`src/rtl/prog_loader.sv`:
```
// rtl/prog_loader.sv - byte-stream program loader driving the core load port
//
// Purpose: holds the core in register reset, clears its memory, packs incoming
// bytes little-endian into 32-bit words written to consecutive addresses, then
// releases the core and stops it on ebreak or after TIMEOUT run cycles.
//
// Ports:
//   clk, reset          clock, asynchronous active-high reset
//   start, len_words    session request and word count (latched on accept)
//   in_valid/in_data    byte source, in_ready = loader accepts a byte
//   rom_wen/addr/wdata  core load-port write (one cycle per word)
//   cpu_reg_reset       core register reset (low only while running)
//   cpu_mem_reset       core memory clear (one cycle per session)
//   cpu_ebreak          core halt request, honoured only while running
//   busy, done, err     session status
//   run_cycles          cycles spent running in the last session

module prog_loader #(
    parameter logic [31:0] BASE_ADDR = 32'h8000_0000,
    parameter int unsigned MAX_WORDS = 4096,
    parameter logic [31:0] TIMEOUT   = 32'd1_000_000
) (
    input  logic        clk,
    input  logic        reset,
    input  logic        start,
    input  logic [15:0] len_words,
    input  logic        in_valid,
    input  logic [7:0]  in_data,
    output logic        in_ready,
    output logic        rom_wen,
    output logic [31:0] rom_addr,
    output logic [31:0] rom_wdata,
    output logic        cpu_reg_reset,
    output logic        cpu_mem_reset,
    input  logic        cpu_ebreak,
    output logic        busy,
    output logic        done,
    output logic        err,
    output logic [31:0] run_cycles
);

    typedef enum logic [2:0] {
        S_IDLE,
        S_CLEAR,
        S_RECV,
        S_WRITE,
        S_RUN,
        S_HALT
    } state_t;

    state_t      state_q;
    logic [15:0] len_q;
    logic [15:0] index_q;
    logic [1:0]  byte_cnt_q;
    // Only the low three bytes need storing; the fourth goes straight to rom_wdata.
    logic [23:0] word_q;
    logic        rom_wen_q;
    logic [31:0] rom_addr_q;
    logic [31:0] rom_wdata_q;
    logic        reg_rst_q;
    logic        mem_rst_q;
    logic        busy_q;
    logic        done_q;
    logic        err_q;
    logic [31:0] run_q;

    logic        len_bad;
    logic [31:0] write_addr;

    assign len_bad    = (len_words == 16'd0) || ({16'd0, len_words} > MAX_WORDS);
    assign write_addr = BASE_ADDR + {14'd0, index_q, 2'b00};

    always_ff @(posedge clk or posedge reset) begin
        if (reset) begin
            state_q     <= S_IDLE;
            len_q       <= 16'd0;
            index_q     <= 16'd0;
            byte_cnt_q  <= 2'd0;
            word_q      <= 24'd0;
            rom_wen_q   <= 1'b0;
            rom_addr_q  <= 32'd0;
            rom_wdata_q <= 32'd0;
            reg_rst_q   <= 1'b1;
            mem_rst_q   <= 1'b0;
            busy_q      <= 1'b0;
            done_q      <= 1'b0;
            err_q       <= 1'b0;
            run_q       <= 32'd0;
        end else begin
            case (state_q)
                S_IDLE, S_HALT: begin
                    if (start) begin
                        if (len_bad) begin
                            // Rejected request: report and park in IDLE, memory untouched.
                            state_q <= S_IDLE;
                            err_q   <= 1'b1;
                            done_q  <= 1'b0;
                        end else begin
                            state_q    <= S_CLEAR;
                            len_q      <= len_words;
                            index_q    <= 16'd0;
                            byte_cnt_q <= 2'd0;
                            err_q      <= 1'b0;
                            done_q     <= 1'b0;
                            run_q      <= 32'd0;
                            mem_rst_q  <= 1'b1;
                            busy_q     <= 1'b1;
                        end
                    end
                end

                S_CLEAR: begin
                    state_q   <= S_RECV;
                    mem_rst_q <= 1'b0;
                end

                S_RECV: begin
                    if (in_valid) begin
                        byte_cnt_q <= byte_cnt_q + 2'd1;
                        case (byte_cnt_q)
                            2'd0: word_q[7:0]   <= in_data;
                            2'd1: word_q[15:8]  <= in_data;
                            2'd2: word_q[23:16] <= in_data;
                            default: begin
                                state_q     <= S_WRITE;
                                rom_wen_q   <= 1'b1;
                                rom_addr_q  <= write_addr;
                                rom_wdata_q <= {in_data, word_q};
                            end
                        endcase
                    end
                end

                S_WRITE: begin
                    rom_wen_q   <= 1'b0;
                    rom_addr_q  <= 32'd0;
                    rom_wdata_q <= 32'd0;
                    if (index_q == len_q - 16'd1) begin
                        state_q   <= S_RUN;
                        reg_rst_q <= 1'b0;
                    end else begin
                        state_q <= S_RECV;
                        index_q <= index_q + 16'd1;
                    end
                end

                S_RUN: begin
                    // The cycle that sees ebreak or the timeout still counts as a run cycle.
                    run_q <= run_q + 32'd1;
                    if (cpu_ebreak) begin
                        state_q   <= S_HALT;
                        reg_rst_q <= 1'b1;
                        busy_q    <= 1'b0;
                        done_q    <= 1'b1;
                        err_q     <= 1'b0;
                    end else if (run_q == TIMEOUT - 32'd1) begin
                        state_q   <= S_HALT;
                        reg_rst_q <= 1'b1;
                        busy_q    <= 1'b0;
                        done_q    <= 1'b1;
                        err_q     <= 1'b1;
                    end
                end

                default: begin
                    state_q <= S_IDLE;
                end
            endcase
        end
    end

    // in_ready is decoded straight from the state so it is valid in the same
    // cycle the source presents a byte.
    assign in_ready      = (state_q == S_RECV);
    assign rom_wen       = rom_wen_q;
    assign rom_addr      = rom_addr_q;
    assign rom_wdata     = rom_wdata_q;
    assign cpu_reg_reset = reg_rst_q;
    assign cpu_mem_reset = mem_rst_q;
    assign busy          = busy_q;
    assign done          = done_q;
    assign err           = err_q;
    assign run_cycles    = run_q;

endmodule

```
`config.mk`:
```
export PLATFORM = sky130hd
export DESIGN_NAME = prog_loader
export DESIGN_NICKNAME = d
export VERILOG_FILES = /design/src/rtl/prog_loader.sv
export SDC_FILE = /design/constraint.sdc
export NUM_CORES = 1
export LEC_CHECK = 0
export CORE_MARGIN = 2
export CORE_UTILIZATION = 30
export DETAILED_ROUTE_END_ITERATION = 10
export REMOVE_ABC_BUFFERS = 1
export SLEW_MARGIN = 20
export SYNTH_ARGS = -nofsm -noshare
export SYNTH_HDL_FRONTEND = slang
export SYNTH_SLANG_ARGS = --single-unit
```
`constraint.sdc`:
```
create_clock -name clk -period 4.3 [get_ports clk]
set_input_delay 0.43 -clock clk [delete_from_list [all_inputs] [get_ports clk]]
set_output_delay 0.43 -clock clk [all_outputs]
set_load 0.02 [all_outputs]
```
-- Word level (Yosys, flattened, before mapping)
Index checks and enable logic that the tools add are counted.
Widths: inputs -> output; s select.
- add/subtract/negate cells: 5
- $lt $le $gt $ge: 1
- equal/unequal tests: 16
- mux-type cells: 44
- bitwise logic cells: 1
- reductions and logical operators: 25
- operators by type and width (cell ; count):
    $mux 32 ; 6
    $pmux 32 s2 ; 3
    $mux 16 ; 3
    $add 32x1->32 const B ; 1
    $add 32x18->32 const A ; 1
    $eq 32x20->1 const B ; 1
    $pmux 16 s2 ; 1
    $reduce_and 3->1 ; 9
    $mux 3 ; 6
    $add 16x1->16 const B ; 1
    $eq 16x16->1 ; 1
    $gt 16x13->1 const B ; 1
    $logic_not 16->1 ; 1
    $reduce_and 4->1 ; 4
    $sub 16x1->16 const B ; 1
    $pmux 3 s5 ; 1
    $mux 1 ; 14
    $ne 2x2->1 const B ; 6
    $pmux 1 s2 ; 6
    $reduce_bool 2->1 ; 6
    $eq 3x2->1 const B ; 2
    $eq 3x3->1 const B ; 2
    $mux 2 ; 3
    $pmux 2 s2 ; 1
    11 further kinds ; 11
- flip-flop bits (word level): 163
- word-level logic and storage cells: 108

-- Longest topological paths before layout
- word-level depth: 5
- gate-level depth with buffers: 10
- mapped depth without buffers: 9

-- Worst setup path after synthesis
OpenSTA, ideal clock, no wires.
- path kind: reg-to-reg
- from: register len_q[0]
- to: register index_q[0]
- library setup time: 0.121 ns
- arrival: 2.660 ns
- path slack: 1.519 ns
- cell stages (with the launch flop): 11
- buffers on the path: 1
- cell sequence: dfrtp_1 > inv_1 > ha_1 > nor4b_2 > a32oi_1 > a2111oi_4 > o211ai_1 > nor4_4 > buf_6 > nor2_1 > o22a_1
- longest elaborated chain between the ends: 4
- ends and longest elaborated chain (item ; line ; source):
    start, declared ; 52 ; logic [15:0] len_q;
    start signal, assigned ; 100 ; len_q <= len_words;
    $sub 16x1->16 ; 138 ; if (index_q == len_q - 16'd1) begin
    $eq 16x16->1 ; 138 ;
    $ne 2x2->1 (no source line) ; - ;
    $reduce_and 4->1 (no source line) ; - ;
    end signal, assigned ; 143 ; index_q <= index_q + 16'd1;
    end, declared ; 53 ; logic [15:0] index_q;
Every way passes these cells.
A chain may end at the register's enable or synchronous reset.

-- Worst setup path after layout
- from: register len_q[2]
- to: register state_q[2]
- longest elaborated chain between the ends: 4
- ends and longest elaborated chain (item ; line ; source):
    $sub 16x1->16 ; 138 ;
    $eq 16x16->1 ; 138 ;
    $mux 3 ; 138 ;
    $pmux 3 s5 ; 90 ; case (state_q)
    end signal, assigned ; 95 ; state_q <= S_IDLE;
    end signal, assigned ; 139 ; state_q <= S_RUN;
    end signal, assigned ; 142 ; state_q <= S_RECV;
    end, declared ; 51 ; state_t state_q;
Every way passes these cells.

==> flow_summary.json <==
{
  "status": "finished, final reports clean",
  "wl_met2_mm": 8.42,
  "hold_viol_final": 0,
  "cts_buffers": 17,
  "die_h_um": 160,
  "seq_power_share": 0.377,
  "htree_levels": 4,
  "dpl-instance-area_um2": 8750,
  "wl_met1_mm": 8.73,
  "min_to": "rom_addr[10]$_DFFE_PP0P_",
  "regArea_um2": 3680,
  "top_layer": "met4",
  "n_fill_cell": 2479,
  "rsz0062_at_grt": "false",
  "antenna_found_initial": 0,
  "drt_iter0_drc": 339,
  "synthArstFlopShare": 1.00,
  "syn_area_per_cell_um2": 9.34,
  "setup_tns_ps": 0,
  "cts_resized": 0,
  "ys.warnings.count": 0,
  "fin_cells": 1222,
  "post-route-min-period_ps": 2960,
  "p_per_area_nw_per_um2": 639,
  "initial_core_util": 0.302,
  "reg2reg_slack_ps": 1340,
  "gr-total-overflow": 0,
  "coreArea_um2": 24100,
  "hpwl_mm": 12.7,
  "cp_data_arrival_time_ps": 3280,
  "dr.pass1.iters": 5,
  "finalSetupViolations": 0,
  "drc": 0,
  "synthToLayoutAreaGrowth_pct": 28.1,
  "io_pins": 132,
  "drive_above_1_share": 0.0880,
  "multi_input_area_um2": 3340,
  "synth.distinct_cells": 59,
  "postCtsSetupRepairBufs": 0,
  "routed-wl-met3_um": 918,
  "die_area_um2": 25600,
  "cts_tree": "built",
  "syn_area_um2": 7290,
  "r2r_start": "len_q[2]$_DFFE_PP0P_",
  "fin_crit_sh": 0.687,
  "cts.sinks": 147,
  "totalPowerFinal_uw": 5960,
  "ys_ff_latch": 147,
  "worstRegToRegCells": 6,
  "cts-root-buf": "clkbuf_16",
  "die_x_um": 160,
  "clk_pin_slew_worst_paths_ps": 70,
  "grt_pass1_vias": 5734,
  "vias": 5876,
  "wl_per_cell_um": 15.0,
  "fin_area_um2": 9340,
  "dp_cells": 1190,
  "hp-class": "flip-flop to flip-flop",
  "grt_usage": 0.150,
  "p_leak_uw": 0.00392,
  "grt_max_degree": 79,
  "synth_cells": 781,
  "finalMaxSlewViolations": 0,
  "wl_mm": 18.3,
  "gp_congestion": 0.829,
  "seq_area_frac_synth": 0.505,
  "slew_headroom": 0.400,
  "tightest_slew_ps": 899,
  "end_kind": "flip-flop",
  "sw_frac_of_total": 0.384,
  "vias_per_cell": 4.81,
  "ant_nets": 0,
  "fmax_mhz": 338,
  "worstPathRequired_ps": 4620,
  "clkLatencyLatePin_ps": 430,
  "nNetsFinal": 921,
  "power.internal_uw": 3670,
  "synth_ff_type": "dfrtp_1",
  "switchingPower_uw": 2290,
  "rows": 57,
  "critPathLaunchType": "flip-flop",
  "worst-setup-path-type": "flip-flop to flip-flop",
  "drv_cap": 0,
  "irDropWorstVdd_mv": 0.252,
  "port_buffers": 116,
  "clock_power_share": 0.248,
  "synth_edf_count": 0,
  "grt_first_pass_wirelength_mm": 31.1,
  "worstPathMaxFanout": 7,
  "postCtsHoldBufs": 0,
  "hold_depth": 2,
  "r2r-end": "state_q[2]$_DFFE_PP0P_",
  "finClkSkew_ps": 7.73,
  "insertedDiodeCount": 0,
  "ctsLongestPathBuffers": 2,
  "power_frac_comb": 0.374,
  "min-delay-start": "rom_addr[10]$_DFFE_PP0P_"
}
state kept, by name, indices dropped and copies added, names as in the netlist, 2 cells and up:
register    cells
word_q         24
run_cycles     32
rom_addr       17
index_q        16
len_q          16
rom_wdata      32
state_q         3
byte_cnt_q      2
cell families after synthesis:
kind of cell    synth area share
fa+ha+maj                 0.0120
flops                      0.505
buf+inv                   0.0477
simple gates               0.228
mux                       0.0427
other cells             0.000514
compound gates             0.102
xor+xnor                  0.0625
power groups by stage:
stage               sequential (uW)  combinational (uW)  clock (uW)
detailed placement             2270                2270           0
floorplan                      2470                1120           0
global placement               2260                2230           0
CTS                            2250                2280        1520
global route                   2330                2500        1580
finish                         2250                2230        1480
cells in the mapped netlist, types with 3 or more instances:
cell      instances  share of area
nand2_1         170          0.088
dfrtp_1         146           0.50
o21ai_0          59          0.041
nor2_1           50          0.026
xnor2_1          43          0.052
clkbuf_1         37          0.019
nor4_1           27          0.023
mux2_2           25          0.039
nor3_1           24          0.016
buf_4            17          0.018
nand4_1          17          0.015
nand3_1          16          0.011
inv_1            14         0.0072
and3_1           11         0.0094
o31ai_1          11          0.011
o21ai_1          10         0.0069
or3_1            10         0.0086
a21oi_1           9         0.0062
xor2_1            9          0.011
o211ai_1          8         0.0082
ha_1              7          0.012
or4_1             6         0.0062
and2_1            4         0.0034
nor2b_1           4         0.0034
a21o_1            3         0.0031
mux2i_1           3         0.0041
per-layer routing:
| metal | vias up | GRT usage |
|---|---|---|
| met5 | - | 0 |
| met2 | 152 | 0.235 |
| li1 | 2891 | - |
| met1 | 2818 | 0.208 |
| met3 | 15 | 0.0340 |
| met4 | 0 | 0.0463 |
stage by stage:
stage / hold WS [ps] / util / setup slack, ps
after floorplan: 475 / - / -531
after global placement: 461 / 0.363 / 941
after detailed placement: 469 / 0.363 / 892
after CTS: 484 / 0.387 / 1340
after global routing: 495 / 0.387 / 1030
final: 476 / 0.387 / 1340
worst max-delay path: stages (launching register included):
cell	delay, ps
dfrtp_1	470
or4_4	530
or3_1	400
a2111oi_4	390
nand4b_1	130
or4_1	640
o31ai_1	290
layout make-up:
| class | instances | area share |
|---|---|---|
| Sequential cell | 147 | 0.394 |
| Multi-Input combinational cell | 575 | 0.357 |
| Timing Repair Buffer | 128 | 0.135 |
| Clock buffer | 17 | 0.0456 |
| Tap cell | 324 | 0.0434 |
| Clock inverter | 15 | 0.0174 |
| Inverter | 16 | 0.00697 |
worst max-delay path by stage:
stage	start	endpoint
2_1_floorplan	len_words[10]	index_q[0]$_DFFE_PP0P_
3_3_place_gp	len_words[10]	index_q[1]$_DFFE_PP0P_
3_5_place_dp	len_words[10]	index_q[1]$_DFFE_PP0P_
4_1_cts	len_q[2]$_DFFE_PP0P_	state_q[2]$_DFFE_PP0P_
5_1_grt	len_q[0]$_DFFE_PP0P_	state_q[1]$_DFFE_PP0P_
6_report	len_q[2]$_DFFE_PP0P_	state_q[2]$_DFFE_PP0P_
cells in the final DEF, fill, tap and decap left out, drive strengths merged, types with 6 or more instances in the layout:
master | synthesis | layout
mux2 | 25 | 25
o31ai | 11 | 11
buf | 20 | 12
clkdlybuf4s50 | 0 | 116
o21ai | 69 | 69
nand3 | 16 | 16
or4 | 7 | 7
nor3 | 24 | 24
nand4 | 17 | 17
or3 | 10 | 10
nor4 | 28 | 28
xor2 | 9 | 9
inv | 15 | 22
ha | 7 | 7
a21oi | 9 | 9
nand2 | 170 | 170
clkbuf | 37 | 17
and3 | 11 | 11
nor2 | 50 | 50
clkinv | 1 | 6
xnor2 | 43 | 43
o211ai | 8 | 8
dfrtp | 146 | 146
conb | 1 | 15
No activity file was read; power rests on OpenSTA's default activity.
